[src/rtl/fifo_drain_reader.sv]
// fifo_drain_reader: FIFO read-side consumer that re-presents words on a valid/ready stream
// through a 2-entry buffer. Define FIFO_DRAIN_READER_COUNT_EN to add the RD_COUNT output.
module fifo_drain_reader #(
    parameter int unsigned DATA_WIDTH = 8,
    parameter int unsigned BUF_DEPTH  = 2
) (
    input  logic                  FCLK,
    input  logic                  FRSTN,
    input  logic                  FIFO_EMPTY,
    output logic                  FIFO_RD_EN,
    input  logic [DATA_WIDTH-1:0] FIFO_DATA,
    input  logic                  FLUSH,
    output logic                  M_VALID,
    input  logic                  M_READY,
    output logic [DATA_WIDTH-1:0] M_DATA,
`ifdef FIFO_DRAIN_READER_COUNT_EN
    output logic [15:0]           RD_COUNT,
`endif
    output logic                  BUSY
);

    if (BUF_DEPTH != 2) begin : g_bad_depth
        $error("fifo_drain_reader: BUF_DEPTH must be 2");
    end

    logic [1:0]            occ_q, occ_d;
    logic                  inflight_q, drop_q, run_q;
    logic [DATA_WIDTH-1:0] head_q, head_d, tail_q, tail_d;
    logic                  pop, cap;
    logic [2:0]            credit;

    always_comb begin
        pop        = M_VALID & M_READY;
        // Words that will sit in the buffer after this edge; a new strobe needs room for one more.
        credit     = 3'(occ_q) + 3'(inflight_q) - 3'(pop);
        FIFO_RD_EN = run_q & ~FIFO_EMPTY & ~FLUSH & (credit <= 3'd1);
        cap        = inflight_q & ~drop_q & ~FLUSH;
    end

    always_comb begin
        occ_d  = occ_q;
        head_d = head_q;
        tail_d = tail_q;
        if (FLUSH) begin
            occ_d = '0;
        end else begin
            unique case ({cap, pop})
                2'b10: begin
                    if (occ_q == 2'd0) head_d = FIFO_DATA;
                    else               tail_d = FIFO_DATA;
                    occ_d = occ_q + 2'd1;
                end
                2'b01: begin
                    if (occ_q == 2'd2) head_d = tail_q;
                    occ_d = occ_q - 2'd1;
                end
                2'b11: begin
                    if (occ_q == 2'd1) begin
                        head_d = FIFO_DATA;
                    end else begin
                        head_d = tail_q;
                        tail_d = FIFO_DATA;
                    end
                end
                default: ;
            endcase
        end
    end

    always_ff @(posedge FCLK or negedge FRSTN) begin
        if (!FRSTN) begin
            occ_q      <= '0;
            inflight_q <= 1'b0;
            drop_q     <= 1'b0;
            run_q      <= 1'b0;
            head_q     <= '0;
            tail_q     <= '0;
        end else begin
            occ_q      <= occ_d;
            inflight_q <= FIFO_RD_EN;
            drop_q     <= FLUSH & inflight_q;
            run_q      <= 1'b1;
            head_q     <= head_d;
            tail_q     <= tail_d;
        end
    end

    assign M_VALID = (occ_q != 2'd0);
    assign M_DATA  = head_q;
    assign BUSY    = (occ_q != 2'd0) | inflight_q | drop_q;

`ifdef FIFO_DRAIN_READER_COUNT_EN
    logic [15:0] cnt_q, cnt_d;

    always_comb begin
        cnt_d = cnt_q;
        if (FLUSH)                  cnt_d = '0;
        else if (pop && cnt_q != '1) cnt_d = cnt_q + 16'd1;
    end

    always_ff @(posedge FCLK or negedge FRSTN) begin
        if (!FRSTN) cnt_q <= '0;
        else        cnt_q <= cnt_d;
    end

    assign RD_COUNT = cnt_q;
`endif

endmodule

[config.mk]
export PLATFORM = sky130hd
export DESIGN_NAME = fifo_drain_reader
export DESIGN_NICKNAME = d
export VERILOG_FILES = /design/src/rtl/fifo_drain_reader.sv
export SDC_FILE = /design/constraint.sdc
export NUM_CORES = 1
export LEC_CHECK = 0
export CORE_ASPECT_RATIO = 0.6
export CORE_MARGIN = 8
export CORE_UTILIZATION = 43
export CTS_BUF_LIST = sky130_fd_sc_hd__clkbuf_16
export CTS_CLUSTER_SIZE = 30
export DETAILED_ROUTE_END_ITERATION = 8
export GPL_ROUTABILITY_DRIVEN = 1
export GPL_TIMING_DRIVEN = 1
export PLACE_DENSITY = 0.77
export SYNTH_ARGS = -nofsm -noshare
export SYNTH_HDL_FRONTEND = slang
export SYNTH_SLANG_ARGS = --single-unit
[constraint.sdc]
create_clock -name FCLK -period 6.9 [get_ports FCLK]
set_clock_uncertainty 0.05 [all_clocks]
set_input_delay 0.69 -clock FCLK [delete_from_list [all_inputs] [get_ports FCLK]]
set_output_delay 0.69 -clock FCLK [all_outputs]
set_load 0.03 [all_outputs]
== Yosys cells after proc, flatten, opt, wreduce, memory -nomap -nowiden ==
Cells that the tools add are included.

* Add/sub/neg operators: 4
* Magnitude comparators: 1
* Eq/ne operators: 9
* Muxes and demuxes: 9
* Bitwise operators: 12
* Reductions and logical operators: 7

{| class="wikitable"
|+ Operator list
! kind !! count
|-
| 8-bit two-way mux || 5
|-
| 8-bit case mux with 3 select lines || 1
|-
| 8-bit case mux with 2 select lines || 1
|-
| 2-bit inequality test, second input constant || 4
|-
| 4-bit AND reduction || 2
|-
| 1-bit AND || 7
|-
| 2-bit equality test, second input constant || 3
|-
| 3-bit nonzero test || 2
|-
| 2-bit by 1-bit equality test with 1-bit output, second input constant || 2
|-
| 2-bit case mux with 2 select lines || 1
|-
| 2-bit nonzero test || 2
|-
| 2-bit by 1-bit adder with 3-bit output || 1
|-
| 3-bit by 1-bit <= comparator with 1-bit output, second input constant || 1
|-
| 1-bit NOT || 3
|-
| 3-bit by 1-bit subtractor with 3-bit output || 1
|-
| 2-bit by 1-bit adder with 2-bit output, second input constant || 1
|-
| 2-bit zero test || 1
|-
| 2-bit two-way mux || 1
|-
| 1-bit bitwise OR || 2
|-
| 2-bit by 1-bit subtractor with 2-bit output, second input constant || 1
|}

* Bits in registers: 21
* Bits of input ports: 13
* Output and inout port bits: 11
* Logic and storage cells: 48

== Depth between registers and ports, before layout ==
Gate-level depths: netlist of the first run.

* Depth after elaboration: 6
* Mapped depth: 10
* Depth with buffers taken out: 9

== Worst setup path before layout of the first run ==
No wires, ideal clock.

* Path type: register to output
* Start point: register occ_q[1]
* End point: output FIFO_RD_EN
* Data arrival time: 2.941 ns
* Required time: 6.160 ns
* Setup slack: 3.219 ns
* Cell stages (with the launch flop): 11
* Buffers on the path: 1
* Cells stage by stage: dfrtp_1 inv_1 ha_1 nand2b_1 buf_2 xnor2_1 ha_1 inv_1 fa_1 nand2_1 nor4_1

* Word-level cells in the longest chain between the ends: 5

{| class="wikitable"
|+ RTL lines
! item !! RTL line !! RTL
|-
| start, declared || 26 || <nowiki>logic [1:0] occ_q, occ_d;</nowiki>
|-
| start signal, assigned || 72 || <nowiki>occ_q <= '0;</nowiki>
|-
| start signal, assigned || 79 || <nowiki>occ_q <= occ_d;</nowiki>
|-
| parallel branches: the longest is 2 deep, another holds 2-bit by 1-bit adder with 3-bit output || -- ||
|-
| 3-bit by 1-bit subtractor with 3-bit output * || 35 || <nowiki>credit = 3'(occ_q) + 3'(inflight_q) - 3'(pop);</nowiki>
|-
| 3-bit by 1-bit <= comparator with 1-bit output * || 36 || <nowiki>FIFO_RD_EN = run_q & ~FIFO_EMPTY & ~FLUSH & (credit <= 3'd1);</nowiki>
|-
| 1-bit AND * || 36 ||
|-
| end, declared || 10 || <nowiki>output logic FIFO_RD_EN,</nowiki>
|}

Every way passes the cells marked *.

== Worst setup path after layout of the first run ==
* Start point: input M_READY
* End point: output FIFO_RD_EN

* Word-level cells in the longest chain between the ends: 4

{| class="wikitable"
|+ RTL lines
! item !! RTL line !! RTL
|-
| start, declared || 14 || <nowiki>input logic M_READY,</nowiki>
|-
| 1-bit AND || 33 || <nowiki>pop = M_VALID & M_READY;</nowiki>
|-
| 3-bit by 1-bit subtractor with 3-bit output || 35 ||
|-
| 3-bit by 1-bit <= comparator with 1-bit output || 36 ||
|-
| 1-bit AND || 36 ||
|}

No other way between the ends.

==> impl_metrics.yaml, run 1 <==
route:
  dr.pass1.iters: 4
  wl_per_cell_um: 16.7
  vias_per_cell: 5.62
  drc: 0
  ant_nets: 0
  drtIter0Drc: 65
  via_count: 938
  drt-total-wl_um: 2790
yosys:
  synth-main-ff-cell: "dfrtp_1"
  yosysWarnings: 0
  synth_compound_area_share_pct: 12.1
  netlist_instances: 112
  muxShareOfSynthArea_pct: 16.6
  synthTopCellsByArea: "dfrtp_1 (43%), mux2_4 (9.9%), mux2i_1 (5.8%)"
  synth_seq_area_share_pct: 43.3
  synth-simple-area-share_pct: 14.4
  synth_edf_count: 0
  syn_nets: 130
  synthAdderAreaFrac_pct: 5.78
  synth.avg_cell_area_um2: 10.8
  synth_seq_cells: 21
  synth_cell_types: 34
  yosys.area_share.xor_xnor_pct: 2.89
  synth_area_mm2: 0.00121
  synth_top_family_by_area: "multiplexers"
  async_reset_ff_share_pct: 100
  yosys.area.top_type: "dfrtp_1"
  synth_top_area_share_pct: 43.3
timing:
  rsz0062_at_grt: "false"
  finalCriticalPeriod_ns: 4.37
  hold_violations: 0
  finalSetupViolations: 0
  maxSlewViolCount: 0
  slew_headroom_pct: 38.1
  timing.final.crit_share_pct: 63.3
  finalSetupTns_ns: 0
  timing.fmax_mhz: 229
  tightestPinTransition_ns: 0.925
layout:
  design_area_mm2: 0.00153
  fill_cells: 249
  finalNonFillerCells: 167
  nNetsFinal: 152
  antenna-diode-count: 0
  drive_above_1_share_pct: 10.5
  multi_input_area_um2: 632
  area.sequential_um2: 526
  area_delta_synth_final_pct: 25.8
cts:
  cts.reportedPaths.clkPinSlew_ns: 0.06
  cts_setup_buffers: 0
  clockBufferDepth: 2
  ctsRootBufferMaster: "clkbuf_16"
  cts_made_buffers: 3
  cts_tree: "yes"
  cts_hold_buf: 0
  cts_resized: 0
  cts_num_sinks: 21
  clkLatencyLatePin_ns: 0.25
  htreeDepth: 1
global_route:
  grt_pass1_vias: 916
  antenna_found_initial: 0
  grt_pass1_wl_um: 4570
  overflow: 0
  grt_usage_pct: 12.0
  grt_max_degree: 22
floorplan:
  initial_core_util_pct: 43.6
  rows: 15
  fp.dieH_um: 57.1
  die_x_um: 84.6
  design.core.area_mm2: 0.00278
  die-area_mm2: 0.00483
  ios: 24
pwr:
  p_leak_nw: 0.658
  ir_drop_mv: 0.171
  cellPowerDensity_mw_per_mm2: 421
setup_path:
  cp-end-kind: "primary output"
  worstPathArrival_ns: 3.63
  worstPathRequired_ns: 6.16
  path_max_fanout: 13
  crit_type: "in -> out"
  cp-start-kind: "input pin"
placed_design:
  dpl.hpwl_um: 2130
  io_buffers: 23
  gp_congestion: 0.759
  dpl_cell_area_mm2: 0.00145
  dp_cells: 163
min_path:
  hold_class: "reg -> reg"
run_status:
  outcome: "completed"
job:
  max_cap_violations: 0
## cells in the final DEF, fill, tap and decap left out
master and n:
o221ai_1 4, a211o_1 1, nand2_1 12, conb_1 1, clkdlybuf4s50_1 23, nor4_1 1, a21oi_1 1, and2_1 1
o21ai_1 1, or3_1 1, nor3b_2 1, nand3_1 4, o41ai_1 1, xor2_1 1, nor2_1 5, mux2i_1 7
ha_1 4, inv_1 4, nor3_1 4, mux2_4 8, clkinv_2 1, a221oi_1 3, nand2b_1 3, or3b_1 1
dfrtp_1 21, o211ai_1 1, a2111o_1 1, xnor2_1 3, fa_1 1, a2111oi_0 1, clkbuf_16 3, nor2b_1 2
mux2_2 1, o21ai_0 6
## power breakdown
group          internal, mW  switching, mW  total [mW]
Clock                0.0778         0.0446       0.122
Combinational         0.144          0.164       0.308
Sequential            0.173         0.0389       0.211
## routing by layer
layer  wire (um)  vias to the layer above  GRT usage (%)
li1            -                      443              -
met1        1350                      460           15.7
met2        1200                       30           16.6
met3         205                        5           5.58
met4          33                        0           4.52
met5           0                        -              0
## final timing paths
check / start / end / slack [ns] / cells after the start
max in group asynchronous: FRSTN / tail_q[2] / 5.33 / 1
worst min-delay path: M_DATA[1] / M_DATA[1] / 0.43 / 2
worst max-delay path: M_READY / FIFO_RD_EN / 2.53 / 9
worst min register to register: M_DATA[1] / M_DATA[1] / 0.43 / 2
worst max register to register: occ_q[1] / inflight_q / 4.14 / 9
min in group asynchronous: FRSTN / drop_q / 0.90 / 1
## Yosys cell counts (2+ instances only)
library cell and instances:
a221oi_1 3, nor2b_1 2, nand2b_1 3, dfrtp_1 21
nand3_1 4, mux2_4 8, nand2_1 12, nor2_1 5
o21ai_0 6, o221ai_1 4, clkbuf_1 2, xnor2_1 3
mux2i_1 7, inv_1 4, nor3_1 4, buf_6 2
ha_1 4, buf_2 2
## logic make-up after synthesis
kind of cell             after synthesis
flip-flops                            21
buffers and inverters                 10
XOR/XNOR                               4
AND/OR/NAND/NOR                       35
multiplexers                          16
AO/OA/AOI/OAI                         20
other                                  1
adder cells (fa/ha/maj)                5
## sequential cells by signal, summed over array words and instances, names as in the netlist
register    cells
run_q           1
M_DATA          8
drop_q          1
tail_q          8
occ_q           2
inflight_q      1
## worst max-delay path, cell delays in order
cell and delay (ns):
clkdlybuf4s50_1 0.54, nand2b_1 0.28, xnor2_1 0.26, ha_1 0.18, inv_1 0.05, fa_1 0.49
nand2_1 0.05, nor4_1 0.33, clkdlybuf4s50_1 0.76
## per-stage QoR
stage	hold slack [ns]	power [mW]	util [%]	setup WS, ns
3_5_place_dp	0.416	0.520	52.0	2.60
5_1_grt	0.447	0.682	54.9	2.33
4_1_cts	0.433	0.646	54.9	2.59
3_3_place_gp	0.411	0.507	52.0	2.73
2_1_floorplan	0.344	0.417	-	3.22
6_report	0.428	0.642	54.9	2.53
## cell type report
| type | instances | share of cell area (%) |
|---|---|---|
| Timing Repair Buffer | 23 | 15.1 |
| Inverter | 4 | 0.984 |
| Sequential cell | 21 | 34.5 |
| Clock inverter | 1 | 0.328 |
| Multi-Input combinational cell | 81 | 41.4 |
| Tap cell | 34 | 2.79 |
| Clock buffer | 3 | 4.92 |
No activity file was read; power rests on OpenSTA's default activity.
==> run 2, diff against run 1 <==
Settings changed: PLACE_DENSITY 0.77 to 0.8.
Clock period 6.9 ns to 3.89 ns, I/O delays scaled along.
==> run 2 against run 1 <==
- combinational power up 78%
- critical path type is now reg -> out
- sequential power up 78%
- largest cell class unchanged
- global-route usage up 1.0 points
- worst setup slack worse by 2.0 ns
- critical endpoint unchanged
- largest power group unchanged
- non-clock buffer count up 1
- highest routed layer unchanged
- die area unchanged
==> impl_metrics.yaml, run 2 (synthesis gave the netlist of run 1 again) <==
route:
  drt-total-wl_um: 2830
  dr.pass1.iters: 4
  wl_per_cell_um: 16.9
  drtIter0Drc: 49
  vias_per_cell: 5.48
  ant_nets: 0
  drc: 0
  via_count: 921
global_route:
  grt_pass1_vias: 1020
  grt_pass1_wl_um: 4940
  antenna_found_initial: 0
  grt_usage_pct: 13.0
  grt_max_degree: 22
  overflow: 0
min_path:
  worstHoldStart: "M_DATA[5]"
  hold_class: "reg -> reg"
pwr:
  internal-power_mw: 0.703
  p_sw_share_pct: 38.6
  power_frac_clock_pct: 19.4
  p_sw_mw: 0.442
  cellPowerDensity_mw_per_mm2: 746
  p_seq_share_pct: 32.8
  ir_drop_mv: 0.235
  p_leak_nw: 0.679
  p_comb_share_pct: 47.8
cts:
  htreeDepth: 1
  clkLatencyLatePin_ns: 0.26
  clockBufferDepth: 2
  cts_made_buffers: 3
  cts.reportedPaths.clkPinSlew_ns: 0.06
  cts_num_sinks: 21
  ctsRootBufferMaster: "clkbuf_16"
  cts_tree: "yes"
timing:
  timing.final.crit_share_pct: 85.2
  maxSlewViolCount: 0
  rsz0062_at_grt: "false"
  finalCriticalPeriod_ns: 3.31
  hold_violations: 0
  finalSetupViolations: 0
  finalSetupTns_ns: 0
  slew_headroom_pct: 34.1
  timing.fmax_mhz: 302
  tightestPinTransition_ns: 0.985
  hold_slack_ns: 0.437
setup_path:
  cp_slowest_stage_delay_ns: 0.48
  reg2reg_slack_ns: 1.44
  cp-start-kind: "flop"
  crit_type: "reg -> out"
  r2r_start: "occ_q[1]"
  path_cells: "inv_1 > ha_1 > nand2b_1 > xnor2_1 > ha_1 > inv_1 > fa_1 > nand2_1 > nor4_1 > dlymetal6s2s_1"
  cpMaxStageDelayCell: "fa_1"
  crit_path_start: "occ_q[1]"
  worstPathRequired_ns: 3.45
  path_max_fanout: 6
  cp-end-kind: "primary output"
  worstPathArrival_ns: 2.88
floorplan:
  rows: 15
  die_x_um: 84.6
  ios: 24
  initial_core_util_pct: 43.6
  fp.dieH_um: 57.1
  die-area_mm2: 0.00483
  design.core.area_mm2: 0.00278
layout:
  antenna-diode-count: 0
  fill_cells: 232
  nNetsFinal: 153
  final_common_cell: "clkdlybuf4s50_1"
  drive_above_1_share_pct: 11.2
  finalNonFillerCells: 168
  area.sequential_um2: 526
  layout_common_cells: "clkdlybuf4s50_1 (22), dfrtp_1 (21), nand2_1 (12), mux2_4 (8), mux2i_1 (7)"
  area_delta_synth_final_pct: 26.6
  multi_input_area_um2: 632
job:
  max_cap_violations: 0
placed_design:
  io_buffers: 23
  dp_cells: 164
  gp_congestion: 0.780
  dpl.hpwl_um: 2030
run_status:
  outcome: "completed"
==> run 2: final cells by class <==
class / count / area share (%)
Clock buffer: 3 / 4.89
Clock inverter: 1 / 0.326
Inverter: 4 / 0.978
Multi-Input combinational cell: 81 / 41.2
Sequential cell: 21 / 34.2
Tap cell: 34 / 2.77
Timing Repair Buffer: 24 / 15.6
==> run 2: per-stage QoR <==
stage | setup slack (ns) | cell area (um^2) | utilization, % | power, mW
global placement | 0.582 | 1450 | 52.3 | 0.896
finish | 0.576 | 1540 | 55.3 | 1.14
detailed placement | 0.446 | 1450 | 52.3 | 0.923
global route | 0.285 | 1540 | 55.3 | 1.22
floorplan | 0.510 | 1210 | - | 0.740
CTS | 0.154 | 1530 | 55.2 | 1.15
==> run 2: path summary, 6_finish.rpt <==
check / endpoint / cells after the start
worst max-delay path: FIFO_RD_EN / 10
worst min-delay path: M_DATA[5] / 2
worst max register to register: inflight_q / 9
max in group asynchronous: inflight_q / 1
worst min register to register: M_DATA[5] / 2
min in group asynchronous: tail_q[7] / 1
==> run 2: worst max-delay path: cells and delay by family, from the launching register on <==
family,cells,cell delay (ns)
XOR/XNOR,1,0.20
adder cells (fa/ha/maj),3,0.92
buffers and inverters,3,0.49
flip-flops,1,0.47
AND/OR/NAND/NOR,3,0.53
==> run 2: layer usage <==
metal	vias to the layer above	routed length (um)	GRT usage [%]	part of all wire [%]
li1	444	-	-	-
met1	443	1290	14.8	46
met2	27	1350	22.0	48
met3	7	119	3.29	4.2
met4	0	72	7.79	2.5
met5	-	0	0	0
==> run 2: power by group through the flow <==
stage                     combinational (mW)  clock, mW  sequential, mW
after floorplan                        0.306          0           0.434
after global routing                   0.599      0.235           0.386
after global placement                 0.527          0           0.368
after CTS                              0.550      0.223           0.374
final                                  0.547      0.223           0.375
after detailed placement               0.546          0           0.377
==> run 2: repair_timing <==
action,in CTS,in global routing
buffers inserted,0,0
hold buffers,0,0
setup endpoints to repair,0,1
resized for setup,0,1
